==> src/rtl/toast_dmem_bridge.sv <==
// Data-memory bridge: passes low addresses to the RAM and decodes the MMIO window
// (tohost status, 64-bit cycle counter with hi snapshot, console TX FIFO).
module toast_dmem_bridge #(
    parameter logic [31:0] MMIO_BASE  = 32'h8000_0000,
    parameter int          FIFO_DEPTH = 8
) (
    input  logic        clk_i,
    input  logic        reset_i,
    input  logic [31:0] DMEM_addr_i,
    input  logic [3:0]  DMEM_wr_byte_en_i,
    input  logic [31:0] DMEM_wr_data_i,
    input  logic        DMEM_rst_i,
    output logic [31:0] DMEM_rd_data_o,
    output logic [31:0] ram_addr_o,
    output logic [3:0]  ram_wr_byte_en_o,
    output logic [31:0] ram_wr_data_o,
    input  logic [31:0] ram_rd_data_i,
    output logic [7:0]  tx_data_o,
    output logic        tx_valid_o,
    input  logic        tx_ready_i,
    output logic        test_done_o,
    output logic        test_pass_o
);
    localparam int AW = (FIFO_DEPTH > 1) ? $clog2(FIFO_DEPTH) : 1;
    localparam int CW = AW + 1;
    localparam logic [CW-1:0] DEPTH_C = CW'(FIFO_DEPTH);

    localparam logic [9:0] OFF_TOHOST  = 10'h000;
    localparam logic [9:0] OFF_CYC_LO  = 10'h001;
    localparam logic [9:0] OFF_CYC_HI  = 10'h002;
    localparam logic [9:0] OFF_CONSOLE = 10'h003;
    localparam logic [9:0] OFF_STATUS  = 10'h004;

    logic [31:0]   r_tohost;
    logic          r_done;
    logic          r_pass;
    logic [63:0]   r_cycle;
    logic [31:0]   r_shadow;
    logic          r_ovf;
    logic [7:0]    r_mem [FIFO_DEPTH];
    logic [AW-1:0] r_wptr;
    logic [AW-1:0] r_rptr;
    logic [CW-1:0] r_count;
    logic          r_sel_mmio;
    logic          r_sel_zero;
    logic [31:0]   r_mmio_rd;

    logic          w_is_mmio;
    logic [9:0]    w_off;
    logic          w_tohost_wr;
    logic          w_status_wr;
    logic          w_cyc_lo_rd;
    logic          w_push_req;
    logic          w_push;
    logic          w_pop;
    logic          w_drop;
    logic          w_valid;
    logic          w_full;
    logic [31:0]   w_merged;
    logic [31:0]   w_mmio_rd;

    assign w_is_mmio   = (DMEM_addr_i >= MMIO_BASE);
    assign w_off       = DMEM_addr_i[11:2];
    assign w_tohost_wr = w_is_mmio && (w_off == OFF_TOHOST) && (DMEM_wr_byte_en_i != 4'h0);
    assign w_status_wr = w_is_mmio && (w_off == OFF_STATUS) && DMEM_wr_byte_en_i[1];
    assign w_cyc_lo_rd = w_is_mmio && (w_off == OFF_CYC_LO);

    assign ram_addr_o       = DMEM_addr_i;
    assign ram_wr_data_o    = DMEM_wr_data_i;
    assign ram_wr_byte_en_o = (w_is_mmio || reset_i) ? 4'h0 : DMEM_wr_byte_en_i;

    // A full FIFO still accepts a push when the head leaves in the same cycle.
    assign w_valid    = (r_count != '0);
    assign w_full     = (r_count == DEPTH_C);
    assign w_pop      = w_valid && tx_ready_i;
    assign w_push_req = w_is_mmio && (w_off == OFF_CONSOLE) && DMEM_wr_byte_en_i[0] && !reset_i;
    assign w_push     = w_push_req && (!w_full || w_pop);
    assign w_drop     = w_push_req && !w_push;

    assign tx_valid_o  = w_valid;
    assign tx_data_o   = w_valid ? r_mem[r_rptr] : 8'h00;
    assign test_done_o = r_done;
    assign test_pass_o = r_pass;

    always_comb begin
        w_merged = r_tohost;
        for (int b = 0; b < 4; b++) begin
            if (DMEM_wr_byte_en_i[b]) w_merged[8*b +: 8] = DMEM_wr_data_i[8*b +: 8];
        end
    end

    always_comb begin
        w_mmio_rd = 32'h0;
        case (w_off)
            OFF_TOHOST: w_mmio_rd = r_tohost;
            OFF_CYC_LO: w_mmio_rd = r_cycle[31:0];
            OFF_CYC_HI: w_mmio_rd = r_shadow;
            OFF_STATUS: w_mmio_rd = {22'h0, r_ovf, w_full, 8'(r_count)};
            default:    w_mmio_rd = 32'h0;
        endcase
    end

    always_ff @(posedge clk_i or posedge reset_i) begin
        if (reset_i) begin
            r_tohost   <= 32'h0;
            r_done     <= 1'b0;
            r_pass     <= 1'b0;
            r_cycle    <= 64'h0;
            r_shadow   <= 32'h0;
            r_ovf      <= 1'b0;
            r_wptr     <= '0;
            r_rptr     <= '0;
            r_count    <= '0;
            r_sel_mmio <= 1'b0;
            r_sel_zero <= 1'b1;
            r_mmio_rd  <= 32'h0;
        end else begin
            r_cycle <= r_cycle + 64'd1;
            if (w_cyc_lo_rd) r_shadow <= r_cycle[63:32];
            if (w_tohost_wr) begin
                r_tohost <= w_merged;
                if (w_merged[0])          r_done <= 1'b1;
                if (w_merged == 32'h1)    r_pass <= 1'b1;
            end
            if (w_drop)                                   r_ovf <= 1'b1;
            else if (w_status_wr && DMEM_wr_data_i[9])    r_ovf <= 1'b0;
            if (w_push) r_wptr <= r_wptr + AW'(1);
            if (w_pop)  r_rptr <= r_rptr + AW'(1);
            if (w_push && !w_pop)      r_count <= r_count + CW'(1);
            else if (!w_push && w_pop) r_count <= r_count - CW'(1);
            r_sel_mmio <= w_is_mmio;
            r_sel_zero <= DMEM_rst_i;
            r_mmio_rd  <= w_mmio_rd;
        end
    end

    // Storage only; occupancy lives in r_count so the array needs no reset.
    always_ff @(posedge clk_i) begin
        if (w_push) r_mem[r_wptr] <= DMEM_wr_data_i[7:0];
    end

    assign DMEM_rd_data_o = r_sel_zero ? 32'h0 : (r_sel_mmio ? r_mmio_rd : ram_rd_data_i);
endmodule

==> config.mk <==
export PLATFORM = sky130hd
export DESIGN_NAME = toast_dmem_bridge
export DESIGN_NICKNAME = d
export VERILOG_FILES = /design/src/rtl/toast_dmem_bridge.sv
export SDC_FILE = /design/constraint.sdc
export NUM_CORES = 1
export LEC_CHECK = 0
export ABC_AREA = 1
export BUFFER_PORTS_ARGS = -buffer_cell sky130_fd_sc_hd__buf_2
export CORE_MARGIN = 4
export CORE_UTILIZATION = 56
export CTS_BUF_LIST = sky130_fd_sc_hd__clkbuf_2
export CTS_CLUSTER_SIZE = 14
export DETAILED_ROUTE_END_ITERATION = 8
export PLACE_DENSITY = 0.78
export SYNTH_ARGS = -nofsm -noshare
export SYNTH_HDL_FRONTEND = slang
export SYNTH_SLANG_ARGS = --single-unit
==> constraint.sdc <==
create_clock -name clk_i -period 15.74 [get_ports clk_i]
set_clock_uncertainty 0.1 [all_clocks]
set_input_delay 0.787 -clock clk_i [delete_from_list [all_inputs] [get_ports clk_i]]
set_output_delay 0.787 -clock clk_i [all_outputs]
set_load 0.05 [all_outputs]
==> impl_metrics.toml <==
[cells_and_area]
fin_util_pct = 62.1
drive_gt1_share_pct = 18.4
final_area_um2 = 13600
finalNetCount = 1770
area_delta_synth_final_pct = 9.02
fillCellCount = 1961
final_cell_mix = "nand2_1 (469), nor2_1 (217), dfrtp_1 (174), buf_2 (172), inv_1 (119)"
final_common_cell = "nand2_1"

[min_path]
hold_class = "input port to flip-flop"

[critical_path]
crit_type = "flip-flop to primary output"
crit_path_start = "r_sel_mmio"
critical-path-top-delay-family = "buffers and inverters"
worst-path-stages = 5
reg2reg_from = "r_count[0]"
cp_cell_sequence = "buf_4 -> inv_1 -> nand2_1 -> a21oi_1 -> buf_2"
slowest_delay_ps = 850
crit_slowest_cell = "inv_1"
r2r_end = "r_count[3]"
reg2reg_slack_ps = 12550
endpoint = "DMEM_rd_data_o[13]"
crit_buf_inv = 3
crit_required_ps = 14850
cp.arrival_ps = 2990
cp_max_fo = 32
end_kind = "primary output"
cp-start-kind = "flip-flop"
reg2reg_depth = 15

[clock_tree]
numCtsBuffers = 58
ctsHtreeMaxLevel = 2
cts_root_buf = "clkbuf_2"
cts_resized = 0
clock_path_buffers = 3
post_cts_buffers = 0
cts_tree = "done"
cts_sinks = 239
clkLatencyLatePin_ps = 910
clk_pin_slew_ps = 120

[global_route]
gr-total-overflow = 0
grt_pass1_wl_um = 52700
grt_pass1_vias = 10100
antenna_found_initial = 1
grt_use_total_pct = 27.4
grt_start_max_net_pins = 73

[sta]
hold_ws_ps = 99.0
fin_crit_sh_pct = 24.7
maxSlewHeadroom_pct = 12.2
fin_setup_tns_ps = 0
rsz0062_at_grt = "false"
hold_viol_final = 0
final_max_slew_viol_count = 0
period_needed_ps = 3880
tightest_slew_ps = 1310
setup_viol = 0
fmax_ghz = 0.258

[routing]
wirelength_um = 34300
wire_per_inst_um = 17.3
drc = 0
vias = 10600
viasPerCell = 5.38
dr.pass1.iters = 5
drt_iter0_drc = 1089
ant_nets = 0

[yosys]
synth_top_area_share_pct = 35.0
syn_area_um2 = 12400
synth_fp_nets = 1639
ys.flop_type = "dfrtp_1"
synth-seq-cells = 239
ys_warn_count = 0
synth_enable_flop_cells = 64
ys_top_cells_by_area = "dfrtp_1 (35%), edfxtp_1 (15%), nand2_1 (14%)"
ys_types = 39
yosysSeqAreaShare_pct = 50.7
ys_async_sr_fraction_pct = 73.2
syn-mean-instance-area_um2 = 8.14
synthCells = 1528
synth_top_area_cell = "dfrtp_1"

[place]
port_buffers = 172
dp.final_hpwl_um = 25500
gp_congestion = 0.999
placed_area_um2 = 13000

[power_and_ir_drop]
leakagePower_nw = 6.28
vdd_ir_drop_max_uv = 73.8
pwr_density_cell_nw_per_um2 = 105

[status]
status = "completed"

[die]
boundaryPins = 215
std_cell_rows = 54
die_y_um = 157
die_w_um = 157
floorplan.initialDensity_pct = 57.0
die_area_um2 = 24700
core_area_um2 = 21800

[job]
drv_cap = 0
[worst reg2reg max path: stages (launching register included)]
cell	delay, ps
dfrtp_1	460
nor2_1	160
nand3_1	370
nand2_1	350
nand2_1	100
nand3_1	100
inv_1	110
ha_1	230
inv_1	160
ha_1	300
a21oi_1	150
nand2_1	90
a21oi_1	170
o21ai_0	110
nand2_1	70
nand2_1	40
[registers in the layout, indices dropped and copies added (netlist names)]
name	count
r_sel_mmio	1
r_ovf	1
r_tohost	32
test_done_o	1
test_pass_o	1
r_count	4
r_shadow	32
r_rptr	3
r_sel_zero	1
r_mem	64
r_wptr	3
r_mmio_rd	32
r_cycle	64
[per-layer routing]
| layer | vias to the layer above | GRT usage, % | share of wire, % |
|---|---|---|---|
| met3 | 96 | 5.36 | 9.6 |
| li1 | 5134 | - | - |
| met4 | 0 | 10.0 | 3.0 |
| met1 | 4947 | 39.1 | 43 |
| met5 | - | 0 | 0 |
| met2 | 470 | 42.2 | 45 |
[stage by stage]
stage / instances / setup slack [ps] / power [W]
5_1_grt: 1979 / 11660 / 0.00149
6_report: 1979 / 11860 / 0.00142
2_1_floorplan: 1528 / 9120 / 0.000961
3_3_place_gp: 1872 / 12380 / 0.00102
4_1_cts: 1978 / 11750 / 0.00143
3_5_place_dp: 1872 / 12270 / 0.00102
[synthesized netlist by cell type, types with 19 or more instances]
cell type,n
a21oi_1,36
nand3_1,65
nor2_1,217
dfrtp_1,174
xnor2_1,19
o21ai_1,31
clkbuf_1,29
buf_4,66
nand2_1,469
inv_1,120
xor2_1,31
nand4_1,24
o21ai_0,70
edfxtp_1,64
[cell families (layout without fill, tap and decap cells)]
| family | count (synthesis) | in the layout | share of synthesized area (%) |
|---|---|---|---|
| mux | 10 | 10 | 0.825 |
| simple gates | 806 | 806 | 26.5 |
| compound gates | 181 | 181 | 8.31 |
| fa+ha+maj | 7 | 7 | 0.765 |
| other cells | 0 | 1 | 0 |
| xor+xnor | 50 | 50 | 3.52 |
| buf+inv | 235 | 405 | 9.41 |
| flops | 239 | 239 | 50.7 |
[area by class of cell]
| class | count | area, um^2 | share of cell area (%) |
|---|---|---|---|
| antenna | 1 | 2.50 | 0.0185 |
| clock buffer | 89 | 445 | 3.28 |
| clock inverter | 10 | 56.3 | 0.415 |
| inverter | 122 | 463 | 3.41 |
| multi-input combinational | 1054 | 4970 | 36.7 |
| sequential | 239 | 6300 | 46.5 |
| tap | 280 | 350 | 2.58 |
| timing repair buffer | 184 | 968 | 7.14 |
[worst min path at each step]
stage	startpoint	endpoint	slack (ps)	cells after the start
4_1_cts	DMEM_wr_data_i[5]	r_mem[5][5]	5	1
6_report	DMEM_wr_data_i[5]	r_mem[5][5]	100	1
3_3_place_gp	test_done_o	test_done_o	340	2
2_1_floorplan	r_cycle[62]	r_cycle[62]	340	2
5_1_grt	DMEM_wr_data_i[5]	r_mem[5][5]	30	1
3_5_place_dp	test_pass_o	test_pass_o	350	2
[power breakdown]
| part | total (W) | switching, W | internal [W] |
|---|---|---|---|
| clock network | 0.000404 | 0.000252 | 0.000152 |
| registers | 0.000676 | 0.0000271 | 0.000648 |
| logic | 0.000338 | 0.000244 | 0.0000938 |
| total | 0.00142 | 0.000523 | 0.000894 |
[repair_timing]
action                                  in CTS  in global routing
hold buffers                                 7                  0
hold endpoints to repair                    47                  0
endpoints found under the setup margin       0                  0
No activity file was read; power rests on OpenSTA's default activity.
